<file path="config.mk">
export PLATFORM = sky130hd
export DESIGN_NAME = window_gen
export DESIGN_NICKNAME = d
export VERILOG_FILES = /design/src/rtl/window_gen_pkg.sv /design/src/rtl/window_gen_line_buffer.sv /design/src/rtl/window_gen.sv
export SDC_FILE = /design/constraint.sdc
export NUM_CORES = 1
export LEC_CHECK = 0
export CAP_MARGIN = 20
export CORE_MARGIN = 8
export CORE_UTILIZATION = 30
export DETAILED_ROUTE_END_ITERATION = 8
export PLACE_DENSITY = 0.58
export SLEW_MARGIN = 15
export SYNTH_ARGS = -nofsm -noshare
export SYNTH_HDL_FRONTEND = slang
export SYNTH_SLANG_ARGS = --single-unit
</file>
<file path="constraint.sdc">
create_clock -name clk -period 5.3 [get_ports clk]
set_input_delay 1.06 -clock clk [delete_from_list [all_inputs] [get_ports clk]]
set_output_delay 1.06 -clock clk [all_outputs]
set_load 0.02 [all_outputs]
</file>
<file path="src/rtl/window_gen_pkg.sv">
// Shared sliding-window constants and the window element packing helper also used by mult_acc.
package window_gen_pkg;

  localparam int unsigned DefDataWidth  = 8;
  localparam int unsigned DefKernelSize = 3;
  localparam int unsigned DefInChannel  = 3;

  // Bit offset of element (ch, i) in a packed multi-channel K x K window, i = r*K + c.
  function automatic int unsigned elem_offset(input int unsigned ch, input int unsigned i,
                                              input int unsigned k, input int unsigned dw);
    return (ch * k * k + i) * dw;
  endfunction

endpackage

</file>
<file path="src/rtl/window_gen_line_buffer.sv">
// Per-channel stack of line buffers: combinational read of all old lines, shift-on-write at addr.
module window_gen_line_buffer #(
  parameter int unsigned DATA_WIDTH = 8,
  parameter int unsigned NUM_LINES  = 2,
  parameter int unsigned DEPTH      = 8,
  localparam int unsigned AddrW     = (DEPTH > 1) ? $clog2(DEPTH) : 1
) (
  input  logic                            clk,
  input  logic                            we,
  input  logic [AddrW-1:0]                addr,
  input  logic [DATA_WIDTH-1:0]           din,
  output logic [NUM_LINES*DATA_WIDTH-1:0] dout
);

  // No reset: stale contents are masked by the window-valid gating upstream.
  logic [DATA_WIDTH-1:0] mem [NUM_LINES][DEPTH];

  always_ff @(posedge clk) begin
    if (we) begin
      mem[0][addr] <= din;
      for (int j = 1; j < int'(NUM_LINES); j++) begin
        mem[j][addr] <= mem[j-1][addr];
      end
    end
  end

  always_comb begin
    dout = '0;
    for (int j = 0; j < int'(NUM_LINES); j++) begin
      dout[j*DATA_WIDTH +: DATA_WIDTH] = mem[j][addr];
    end
  end

endmodule

</file>
<file path="src/rtl/window_gen.sv">
// Stride-1, no-padding K x K sliding-window generator over a raster multi-channel pixel stream.
// Optional WINDOW_GEN_SOF_EN adds pix_sof to force the current beat to be pixel (0,0).
module window_gen
  import window_gen_pkg::*;
#(
  parameter int unsigned DATA_WIDTH  = DefDataWidth,
  parameter int unsigned KERNEL_SIZE = DefKernelSize,
  parameter int unsigned IN_CHANNEL  = DefInChannel,
  parameter int unsigned IMG_WIDTH   = 8,
  parameter int unsigned IMG_HEIGHT  = 8
) (
  input  logic                                                    clk,
  input  logic                                                    rst_n,
  input  logic                                                    pix_valid,
`ifdef WINDOW_GEN_SOF_EN
  input  logic                                                    pix_sof,
`endif
  input  logic [IN_CHANNEL*DATA_WIDTH-1:0]                        pix_in,
  output logic                                                    window_valid,
  output logic [IN_CHANNEL*KERNEL_SIZE*KERNEL_SIZE*DATA_WIDTH-1:0] window_out,
  output logic                                                    frame_done
);

  localparam int unsigned K    = KERNEL_SIZE;
  localparam int          KI   = int'(KERNEL_SIZE);
  localparam int          CHI  = int'(IN_CHANNEL);
  localparam int unsigned ColW = (IMG_WIDTH > 1) ? $clog2(IMG_WIDTH) : 1;
  localparam int unsigned RowW = (IMG_HEIGHT > 1) ? $clog2(IMG_HEIGHT) : 1;

  localparam logic [ColW-1:0] ColLast  = ColW'(IMG_WIDTH - 1);
  localparam logic [RowW-1:0] RowLast  = RowW'(IMG_HEIGHT - 1);
  localparam logic [ColW-1:0] ColFirst = ColW'(K - 1);
  localparam logic [RowW-1:0] RowFirst = RowW'(K - 1);

  logic [ColW-1:0] col_q, col_d, col_cur;
  logic [RowW-1:0] row_q, row_d, row_cur;
  logic            sof;
  logic            win_ready, frame_end;
  logic            valid_q, done_q;

  logic [IN_CHANNEL-1:0][(K-1)*DATA_WIDTH-1:0]       lb_rd;
  logic [IN_CHANNEL-1:0][K-1:0][DATA_WIDTH-1:0]      col_new;
  logic [IN_CHANNEL-1:0][K-1:0][K-1:0][DATA_WIDTH-1:0] win_q;

  // Position of the current beat; a start-of-frame beat is treated as (0,0).
  always_comb begin
    sof = 1'b0;
`ifdef WINDOW_GEN_SOF_EN
    sof = pix_sof;
`endif
    col_cur = sof ? '0 : col_q;
    row_cur = sof ? '0 : row_q;
    col_d   = col_q;
    row_d   = row_q;
    if (pix_valid) begin
      if (col_cur == ColLast) begin
        col_d = '0;
        row_d = (row_cur == RowLast) ? '0 : row_cur + 1'b1;
      end else begin
        col_d = col_cur + 1'b1;
        row_d = row_cur;
      end
    end
  end

  assign win_ready = (row_cur >= RowFirst) && (col_cur >= ColFirst);
  assign frame_end = (row_cur == RowLast) && (col_cur == ColLast);

  always_ff @(posedge clk or negedge rst_n) begin
    if (!rst_n) begin
      col_q   <= '0;
      row_q   <= '0;
      valid_q <= 1'b0;
      done_q  <= 1'b0;
    end else begin
      col_q   <= col_d;
      row_q   <= row_d;
      valid_q <= pix_valid && win_ready;
      done_q  <= pix_valid && win_ready && frame_end;
    end
  end

  for (genvar ch = 0; ch < IN_CHANNEL; ch++) begin : g_lb
    window_gen_line_buffer #(
      .DATA_WIDTH (DATA_WIDTH),
      .NUM_LINES  (K - 1),
      .DEPTH      (IMG_WIDTH)
    ) u_line_buffer (
      .clk  (clk),
      .we   (pix_valid),
      .addr (col_cur),
      .din  (pix_in[ch*DATA_WIDTH +: DATA_WIDTH]),
      .dout (lb_rd[ch])
    );
  end

  // Incoming column, top to bottom: oldest buffered line first, live pixel last.
  always_comb begin
    col_new = '0;
    for (int ch = 0; ch < CHI; ch++) begin
      for (int r = 0; r < KI - 1; r++) begin
        col_new[ch][r] = lb_rd[ch][(KI-2-r)*int'(DATA_WIDTH) +: DATA_WIDTH];
      end
      col_new[ch][KI-1] = pix_in[ch*int'(DATA_WIDTH) +: DATA_WIDTH];
    end
  end

  always_ff @(posedge clk or negedge rst_n) begin
    if (!rst_n) begin
      win_q <= '0;
    end else if (pix_valid) begin
      for (int ch = 0; ch < CHI; ch++) begin
        for (int r = 0; r < KI; r++) begin
          for (int c = 0; c < KI - 1; c++) begin
            win_q[ch][r][c] <= win_q[ch][r][c+1];
          end
          win_q[ch][r][KI-1] <= col_new[ch][r];
        end
      end
    end
  end

  always_comb begin
    window_out = '0;
    for (int ch = 0; ch < CHI; ch++) begin
      for (int r = 0; r < KI; r++) begin
        for (int c = 0; c < KI; c++) begin
          window_out[elem_offset(ch, r * KI + c, K, DATA_WIDTH) +: DATA_WIDTH] = win_q[ch][r][c];
        end
      end
    end
  end

  assign window_valid = valid_q;
  assign frame_done   = done_q;

endmodule

</file>
==> flow_summary.yaml <==
timing:
  setup_viol: 0
  tightestPinTransition_ns: 1.088
  period_share_pct: 61.02
  max-slew-margin-rel_pct: 27.29
  finClkSkew_ns: 0.01835
  slew_violations: 0
  rsz0062_at_grt: "false"
  finalSetupTns_ns: 0
  fmax_mhz: 309.2
  finalCriticalPeriod_ns: 3.234
  hold_viol: 0
routing:
  drtIter0Drc: 690
  route.vias.total: 13010
  wl_um: 57480
  drc: 0
  ant_nets: 0
  wl_per_cell_um: 21.01
  vias_per_cell: 4.755
  first_pass_iters: 5
die:
  start_util_pct: 30.21
  die_y_um: 295.1
  core_area_mm2: 0.07734
  die_x_um: 295.1
  ios: 245
  rows: 102
  dieArea_mm2: 0.08705
clocking:
  clock_latency_ns: 0.61
  cts_resized: 0
  clk_path_buf_depth: 3
  hold_buffers: 0
  clkTransAtPathRegs_ns: 0.06
  root_buffer: "clkbuf_16"
  clock-sinks: 608
  ctsHtreeMaxLevel: 3
  cts_tree: "built"
  cts_buffers: 72
  cts_setup_buffers: 0
synthesis:
  synth.top_cells.by_count: "edfxtp_1 (384), dfrtp_1 (224), mux2_2 (216), mux2i_1 (89), nor2_1 (68)"
  synth_edf_count: 384
  post_synth.cell_area_avg_um2: 17.01
  yosysTopAreaCell: "edfxtp_1"
  ys_warn_count: 0
  synth_top_area_share_pct: 49.36
  async_flop_share_pct: 36.84
  netlist_area_mm2: 0.02336
  synth_seq_cells: 608
  synth.most_common_cell: "edfxtp_1"
  synthCells: 1373
  ys_types: 41
  yosys-top-cells-area: "edfxtp_1 (49%), dfrtp_1 (24%), mux2_2 (10%)"
  seq_area_frac_synth_pct: 73.35
  ys.flop_type: "edfxtp_1"
  syn_nets: 1405
flow_run:
  cap_violations: 0
grt:
  gr-usage-all-layers_pct: 13.08
  grt_antenna_before_repair: 0
  grt_max_degree: 97
  grt_pass1_vias: 13678
  grt_pass1_wl_um: 87610
  grt_remaining_overflow: 0
power_and_ir_drop:
  p_int_uw: 11920
  power.total_uw: 17780
  swShare_pct: 32.96
  peakVddDrop_mv: 0.2839
  clkPwrFrac_pct: 27.7
  seqPwrFrac_pct: 41.4
  p_sw_uw: 5862
  p_per_area_mw_per_mm2: 604.0
  p_comb_share_pct: 30.9
  leakage_uw: 0.01052
outcome:
  outcome: "finished, final reports clean"
worst_setup_path:
  slowest_stage: "dfrtp_4"
  reg2reg_from: "col_cur[0]"
  critical_path_buf_inv_count: 1
  rrSetupSlack_ns: 2.07
  crit_fanout: 63
  cp_cell_sequence: "nand2_1, nor2_4, buf_4"
  reg2reg_depth: 3
  r2r_end: "g_lb[1].u_line_buffer.mem[0][69]"
  end_kind: "register"
  path_class: "register to register"
  required_ns: 5.59
  crit_family: "simple AND/OR/NAND/NOR gates"
  cp-start-kind: "register"
  cp_slowest_stage_delay_ns: 1.08
  arrival_ns: 3.52
cells_and_area:
  diodes: 0
  nets: 1670
  drive_above_1_share_pct: 22.70
  areaGrowthSynthToFinish_pct: 26.03
  fill_cells: 7190
  fin_util_pct: 38.07
worst_hold_path:
  hold_path_class: "input port to asynchronous set/reset pin"
placed_design:
  detailedPlacementHpwl_um: 34850
  gp_congestion: 0.7148
  portBuffers: 244
placed cells by master, fill, tap and decap left out, drive strengths merged:
master         count
a22oi             44
a21o               1
nor2              69
ha                 5
bufinv             6
a211oi            31
o22a               3
nor3b              4
mux2i             89
clkinvlp           5
o32a              40
edfxtp           384
dfrtp            224
mux2             225
nor2b              1
a21oi             35
inv                3
o221ai             2
nand2             26
or3b               9
clkinv            20
a221o              2
or3               12
and3               1
or2                2
a311oi             1
and2b              1
a22o               1
nand3              4
a31oi              7
nand3b             1
clkbuf           100
buf               36
nand2b             4
o22ai             14
clkdlybuf4s50    242
o21ai             38
nor3               4
state kept, by name, indices dropped and copies added (netlist names):
| register | count |
|---|---|
| col_cur | 3 |
| window_out | 216 |
| g_lb.u_line_buffer.mem | 384 |
| window_valid | 1 |
| frame_done | 1 |
| row_cur | 3 |
layout make-up:
cell class | instances | area [um^2] | area share [%]
clock buffer | 100 | 2042 | 6.936
clock inverter | 32 | 332.8 | 1.130
inverter | 2 | 7.507 | 0.02550
multi-input combinational | 676 | 5821 | 19.77
sequential | 608 | 17150 | 58.24
tap | 1040 | 1301 | 4.420
timing repair buffer | 278 | 2790 | 9.477
metal layers:
| layer | GRT usage (%) | share of wire [%] | up-vias |
|---|---|---|---|
| met5 | 0 | 0 | - |
| met4 | 4.574 | 2.7 | 0 |
| met3 | 2.755 | 4.9 | 98 |
| met2 | 22.65 | 51 | 330 |
| met1 | 16.15 | 42 | 6736 |
| li1 | - | - | 5846 |
power groups by stage:
stage	registers, uW	clock network, uW	logic [uW]
detailed placement	7500	0	5550
CTS	7420	5080	5560
floorplan	7900	0	2450
global route	7520	5250	5870
finish	7370	4920	5490
global placement	7450	0	5480
kinds of logic after synthesis:
family | synth area share (%)
fa+ha+maj | 0.2678
flops | 73.35
mux | 14.80
buf+inv | 2.041
simple gates | 2.774
compound gates | 6.759
per-stage QoR:
stage | hold WS [ns] | instance area (um^2) | setup slack, ns | instances
after floorplan | 0.4701 | 23370 | 0.8867 | 1373
after global placement | 0.4878 | 27020 | 1.892 | 2602
after detailed placement | 0.4944 | 27020 | 1.846 | 2602
after CTS | 0.5068 | 29390 | 1.969 | 2734
after global routing | 0.5140 | 29440 | 1.834 | 2736
final | 0.4992 | 29440 | 2.066 | 2736
how the worst max path moves through the flow:
stage	start	end	slack [ns]	cells after the start
final	col_cur[0]	g_lb[1].u_line_buffer.mem[0][69]	2.07	3
after global routing	col_cur[0]	g_lb[1].u_line_buffer.mem[0][69]	1.83	3
after CTS	col_cur[0]	g_lb[1].u_line_buffer.mem[0][69]	1.97	3
after detailed placement	pix_valid	g_lb[0].u_line_buffer.mem[0][73]	1.85	4
after global placement	pix_valid	g_lb[0].u_line_buffer.mem[0][6]	1.89	4
after floorplan	pix_valid	g_lb[0].u_line_buffer.mem[0][104]	0.89	5
Power figures use the tool's default switching activity.
